--- src/rtl/mdu_pkg.sv ---
// Shared opcodes and issue-state encoding for the ALU issue controller.
// Imported by alu_issue_ctrl.
package mdu_pkg;

  localparam logic [3:0] OP_ADD  = 4'b0000;
  localparam logic [3:0] OP_MULT = 4'b0001;
  localparam logic [3:0] OP_NOP  = 4'b1111;

  typedef enum logic [2:0] {
    IDLE,
    EXEC_S,
    CAPTURE,
    EXEC_M,
    WAIT_M,
    ILLEGAL,
    ERR
  } issue_state_t;

endpackage

--- src/rtl/alu_issue_ctrl.sv ---
// Issue stage between ID/EX and the multi-cycle ALU: latches one op, drives
// alu_a/alu_b/alu_op, tracks alu_busy and emits one out_valid result beat.
// Ports: clk, reset_n (async low), in_* handshake from ID/EX, alu_* to/from
// the ALU, out_* single-cycle result bundle to EX/MEM.
// Optional: define MDU_TIMEOUT_EN to add a TIMEOUT_CYCLES watchdog on
// multiply ops; a stuck ALU then reports an illegal beat and parks in ERR.
module alu_issue_ctrl
  import mdu_pkg::*;
#(
  parameter int DATA_W         = 32,
  parameter int REG_W          = 5,
  parameter int TIMEOUT_CYCLES = 16
) (
  input  logic              clk,
  input  logic              reset_n,
  input  logic              in_valid,
  output logic              in_ready,
  input  logic [DATA_W-1:0] in_a,
  input  logic [DATA_W-1:0] in_b,
  input  logic [3:0]        in_op,
  input  logic [REG_W-1:0]  in_rd,
  input  logic              in_regwrite,
  output logic [DATA_W-1:0] alu_a,
  output logic [DATA_W-1:0] alu_b,
  output logic [3:0]        alu_op,
  input  logic              alu_busy,
  input  logic [DATA_W-1:0] alu_result,
  output logic              out_valid,
  output logic [DATA_W-1:0] out_result,
  output logic [REG_W-1:0]  out_rd,
  output logic              out_regwrite,
  output logic              out_illegal
);

  issue_state_t state_q, state_d;

  logic [DATA_W-1:0] a_q, a_d;
  logic [DATA_W-1:0] b_q, b_d;
  logic [3:0]        op_q, op_d;
  logic [REG_W-1:0]  rd_q, rd_d;
  logic              rw_q, rw_d;

  logic              ov_q, ov_d;
  logic [DATA_W-1:0] res_q, res_d;
  logic [REG_W-1:0]  ord_q, ord_d;
  logic              orw_q, orw_d;
  logic              oill_q, oill_d;

  logic              done;
  logic              done_ill;
  logic [DATA_W-1:0] done_res;

`ifdef MDU_TIMEOUT_EN
  localparam int TMO_W = $clog2(TIMEOUT_CYCLES + 1);
  localparam logic [TMO_W-1:0] TMO_LAST = TMO_W'(TIMEOUT_CYCLES - 1);

  logic [TMO_W-1:0] tmo_cnt_q, tmo_cnt_d;
  logic             tmo_hit;

  assign tmo_hit = (tmo_cnt_q == TMO_LAST);
`endif

  assign alu_a        = a_q;
  assign alu_b        = b_q;
  assign out_valid    = ov_q;
  assign out_result   = res_q;
  assign out_rd       = ord_q;
  assign out_regwrite = orw_q;
  assign out_illegal  = oill_q;

  always_comb begin
    state_d  = state_q;
    a_d      = a_q;
    b_d      = b_q;
    op_d     = op_q;
    rd_d     = rd_q;
    rw_d     = rw_q;
    ov_d     = 1'b0;
    res_d    = res_q;
    ord_d    = ord_q;
    orw_d    = orw_q;
    oill_d   = oill_q;
    in_ready = 1'b0;
    alu_op   = OP_NOP;
    done     = 1'b0;
    done_ill = 1'b0;
    done_res = '0;

    unique case (state_q)
      IDLE: begin
        in_ready = 1'b1;
        if (in_valid) begin
          a_d  = in_a;
          b_d  = in_b;
          op_d = in_op;
          rd_d = in_rd;
          rw_d = in_regwrite;
          unique case (1'b1)
            (in_op == OP_ADD):  state_d = EXEC_S;
            (in_op == OP_MULT): state_d = EXEC_M;
            default:            state_d = ILLEGAL;
          endcase
        end
      end
      EXEC_S: begin
        alu_op  = op_q;
        state_d = CAPTURE;
      end
      CAPTURE: begin
        done     = 1'b1;
        done_res = alu_result;
        state_d  = IDLE;
      end
      EXEC_M: begin
        alu_op = OP_MULT;
        if (alu_busy) state_d = WAIT_M;
`ifdef MDU_TIMEOUT_EN
        if (tmo_hit) begin
          done     = 1'b1;
          done_ill = 1'b1;
          state_d  = ERR;
        end
`endif
      end
      WAIT_M: begin
        // Drop to NOP the same cycle busy falls, or the ALU restarts.
        if (alu_busy) begin
          alu_op = OP_MULT;
`ifdef MDU_TIMEOUT_EN
          if (tmo_hit) begin
            done     = 1'b1;
            done_ill = 1'b1;
            state_d  = ERR;
          end
`endif
        end else begin
          done     = 1'b1;
          done_res = alu_result;
          state_d  = IDLE;
        end
      end
      ILLEGAL: begin
        done     = 1'b1;
        done_ill = 1'b1;
        state_d  = IDLE;
      end
`ifdef MDU_TIMEOUT_EN
      ERR: begin
        state_d = ERR;
      end
`endif
      default: begin
        state_d = IDLE;
      end
    endcase

    if (done) begin
      ov_d   = 1'b1;
      res_d  = done_res;
      ord_d  = rd_q;
      orw_d  = rw_q;
      oill_d = done_ill;
    end
  end

`ifdef MDU_TIMEOUT_EN
  always_comb begin
    tmo_cnt_d = '0;
    if (state_q == EXEC_M || state_q == WAIT_M)
      tmo_cnt_d = tmo_cnt_q + TMO_W'(1);
  end

  always_ff @(posedge clk or negedge reset_n) begin
    if (!reset_n) tmo_cnt_q <= '0;
    else          tmo_cnt_q <= tmo_cnt_d;
  end
`endif

  always_ff @(posedge clk or negedge reset_n) begin
    if (!reset_n) begin
      state_q <= IDLE;
      a_q     <= '0;
      b_q     <= '0;
      op_q    <= OP_NOP;
      rd_q    <= '0;
      rw_q    <= 1'b0;
      ov_q    <= 1'b0;
      res_q   <= '0;
      ord_q   <= '0;
      orw_q   <= 1'b0;
      oill_q  <= 1'b0;
    end else begin
      state_q <= state_d;
      a_q     <= a_d;
      b_q     <= b_d;
      op_q    <= op_d;
      rd_q    <= rd_d;
      rw_q    <= rw_d;
      ov_q    <= ov_d;
      res_q   <= res_d;
      ord_q   <= ord_d;
      orw_q   <= orw_d;
      oill_q  <= oill_d;
    end
  end

endmodule

--- config.mk ---
export PLATFORM = sky130hd
export DESIGN_NAME = alu_issue_ctrl
export DESIGN_NICKNAME = d
export VERILOG_FILES = /design/src/rtl/mdu_pkg.sv /design/src/rtl/alu_issue_ctrl.sv
export SDC_FILE = /design/constraint.sdc
export NUM_CORES = 1
export LEC_CHECK = 0
export BUFFER_PORTS_ARGS = -buffer_cell sky130_fd_sc_hd__buf_4
export CAP_MARGIN = 10
export CORE_MARGIN = 1
export CORE_UTILIZATION = 46
export DETAILED_ROUTE_END_ITERATION = 12
export PLACE_DENSITY = 0.8
export RECOVER_POWER = 100
export SLEW_MARGIN = 20
export SYNTH_ARGS = -nofsm -noshare
export SYNTH_HDL_FRONTEND = slang
export SYNTH_SLANG_ARGS = --single-unit
--- constraint.sdc ---
create_clock -name clk -period 1.95 [get_ports clk]
set_input_delay 0.0975 -clock clk [delete_from_list [all_inputs] [get_ports clk]]
set_output_delay 0.0975 -clock clk [all_outputs]
set_load 0.005 [all_outputs]
==> impl_metrics.env <==
export IMPL_critPathMaxStageDelay_ps=390
export IMPL_cts_max_path_buffers=2
export IMPL_hold_violations=0
export IMPL_slew_headroom_pct=17.17
export IMPL_finalCritPeriodShare_pct=95.79
export IMPL_final_area_um2=7876
export IMPL_path_clk_slew_ps=60
export IMPL_crit_arrival_ps=2250
export IMPL_yosysTopAreaCell="dfrtp_1"
export IMPL_grt_pass1_wl_um=21550
export IMPL_synth_top_flop_cell="dfrtp_1"
export IMPL_fin_util_pct=84.05
export IMPL_cp_top_family="simple AND/OR/NAND/NOR gates"
export IMPL_crit_path_max_fanout=36
export IMPL_crit_type="reg2reg"
export IMPL_syn_to_final_growth_pct=75.06
export IMPL_drt_first_pass_iters=4
export IMPL_powerDensity_nw_per_um2=1578
export IMPL_vdd_drop_max_mv=0.8750
export IMPL_async_flop_share_pct=100.0
export IMPL_coreArea_um2=9371
export IMPL_max_cap_violations=0
export IMPL_drt_iter0_drc=68
export IMPL_leakagePower_nw=3.649
export IMPL_place_congestion=0.7560
export IMPL_dp_cells=622
export IMPL_cpMaxStageDelayCell="dfrtp_1"
export IMPL_overflow=0
export IMPL_syn_inst=283
export IMPL_hpwl_um=8000
export IMPL_track_usage_pct=28.74
export IMPL_layout_common_cells="buf_4 (113), dfrtp_1 (112), dlygate4sd3_1 (110)"
export IMPL_cp_num_buf_inv=2
export IMPL_place_ws_ps=155.4
export IMPL_die_w_um=100.9
export IMPL_vias=3800
export IMPL_placed_cell_area_um2=6287
export IMPL_floorplan_rows=35
export IMPL_start_kind="register"
export IMPL_cp_depth=5
export IMPL_synth_area_top_cells="dfrtp_1 (63%), mux2_2 (19%), a22o_1 (4.9%)"
export IMPL_grt_pass1_vias=4161
export IMPL_fin_setup_tns_ps=0
export IMPL_max_slew_worst_pin_slew_ps=1242
export IMPL_clk_latency_ps=500
export IMPL_worst_hold_path_type="in2async"
export IMPL_nFillCells=511
export IMPL_setup_ws_ps=82.16
export IMPL_slew_violations=0
export IMPL_synth_area_um2=4499
export IMPL_yosysWarnings=0
export IMPL_cts_root_buffer="clkbuf_8"
export IMPL_rsz0062_at_grt="no"
export IMPL_final_setup_viol_count=0
export IMPL_final_cell_count_no_fill=767
export IMPL_fmax_ghz=0.5354
export IMPL_routed_wl_um=13970
export IMPL_nets=734
export IMPL_synthDominantCellAreaShare_pct=62.85
export IMPL_start_util_pct=48.01
export IMPL_clock_skew_ps=7.494
export IMPL_synth_area_per_cell_um2=15.90
export IMPL_drc=0
export IMPL_finalPower_mw=12.42
export IMPL_fp_dieH_um=100.9
export IMPL_grt_max_degree=52
export IMPL_path_cells="buf_4 > nor3_2 > and2_2 > buf_8 > mux2_2"
export IMPL_cts_buffers=17
export IMPL_cp_end_kind="register"
export IMPL_final_common_cell="buf_4"
export IMPL_viasPerCell=4.954
export IMPL_synth_net_count=393
export IMPL_h_tree_depth=4
export IMPL_finalWorstPathRequiredPeriod_ps=1868
export IMPL_fin_hold_ws_ps=274.3
export IMPL_r2r_setup_slack_ps=80
export IMPL_ys_ff_latch=117
export IMPL_io_pins=219
export IMPL_status="finished, final reports clean"
export IMPL_clock_sinks=117
export IMPL_postRouteAntennaNets=0
export IMPL_die_area_um2=10180
export IMPL_rr_worst_depth=5
export IMPL_required_ps=2330
export IMPL_antenna_found_initial=1
export IMPL_place_port_buffers=218
export IMPL_seq_area_frac_synth_pct=65.18
export IMPL_cts_tree="built"
export IMPL_drive_gt1_share_pct=50.39
export IMPL_avgRoutedWirePerCell_um=18.21
export IMPL_synth_edf_count=0
export IMPL_post_synth_num_cell_types=33
## metal layers
metal / global-route usage [%] / part of all wire [%]
met3: 8.252 / 6.2
met4: 14.05 / 3.0
met2: 51.42 / 54
met1: 31.20 / 37
met5: 0 / 0
## worst reg2reg max path, stage by stage, from the launching register on
cell and delay [ps]:
dfrtp_1 390, buf_4 140, nor3_2 280, and2_2 260
buf_8 280, mux2_2 400
## cell families after synthesis
group	synth area share [%]
simple gates	3.031
compound gates	8.649
flops	65.18
mux	20.02
buf+inv	3.115
## area by class of cell
| cell class | count | area [um2] | area share (%) |
|---|---|---|---|
| Clock inverter | 14 | 200.2 | 2.542 |
| Antenna cell | 1 | 2.502 | 0.03177 |
| Tap cell | 129 | 161.4 | 2.049 |
| Timing Repair Buffer | 340 | 2724 | 34.58 |
| Sequential cell | 117 | 2934 | 37.25 |
| Inverter | 2 | 7.507 | 0.09531 |
| Clock buffer | 18 | 417.9 | 5.306 |
| Multi-Input combinational cell | 146 | 1429 | 18.14 |
## flip-flops by register name, indices dropped and copies added (netlist names), 3 cells and up
register and cells:
alu_b 32, out_result 32, rd_q 5, op_q 4
state_q 3, alu_a 32, out_rd 5
## report_power, final
group	leakage [nW]	internal, mW	switching (mW)
clock network	0.292	2.09	1.16
logic	1.95	2.82	1.93
registers	1.40	3.68	0.749
## final timing paths
| path | start | to |
|---|---|---|
| worst max-delay path | state_q[2] | alu_b[24] |
| worst min-delay path | reset_n | op_q[0] |
| worst max register to register | state_q[2] | alu_b[24] |
| worst min register to register | alu_a[16] | alu_a[16] |
| max in group asynchronous | reset_n | alu_b[9] |
| min in group clk | alu_result[7] | out_result[7] |
## what timing repair did
item | in CTS | in global routing
setup endpoints to repair | 1 | 1
hold buffers | 110 | 0
buffers inserted | 2 | 0
endpoints found under the hold margin | 224 | 0
pin swaps | 0 | 1
resized for setup | 4 | 0
## Yosys cell counts (all sizes together), types with 2 or more instances
cell and instances:
dfrtp 113, mux2 80, a22o 32, buf 16
a21oi 6, nand2 5, dfstp 4, nor2 4
nor3 3, clkbuf 2, inv 2, or2b 2
or3b 2
No activity file was read; power rests on OpenSTA's default activity.
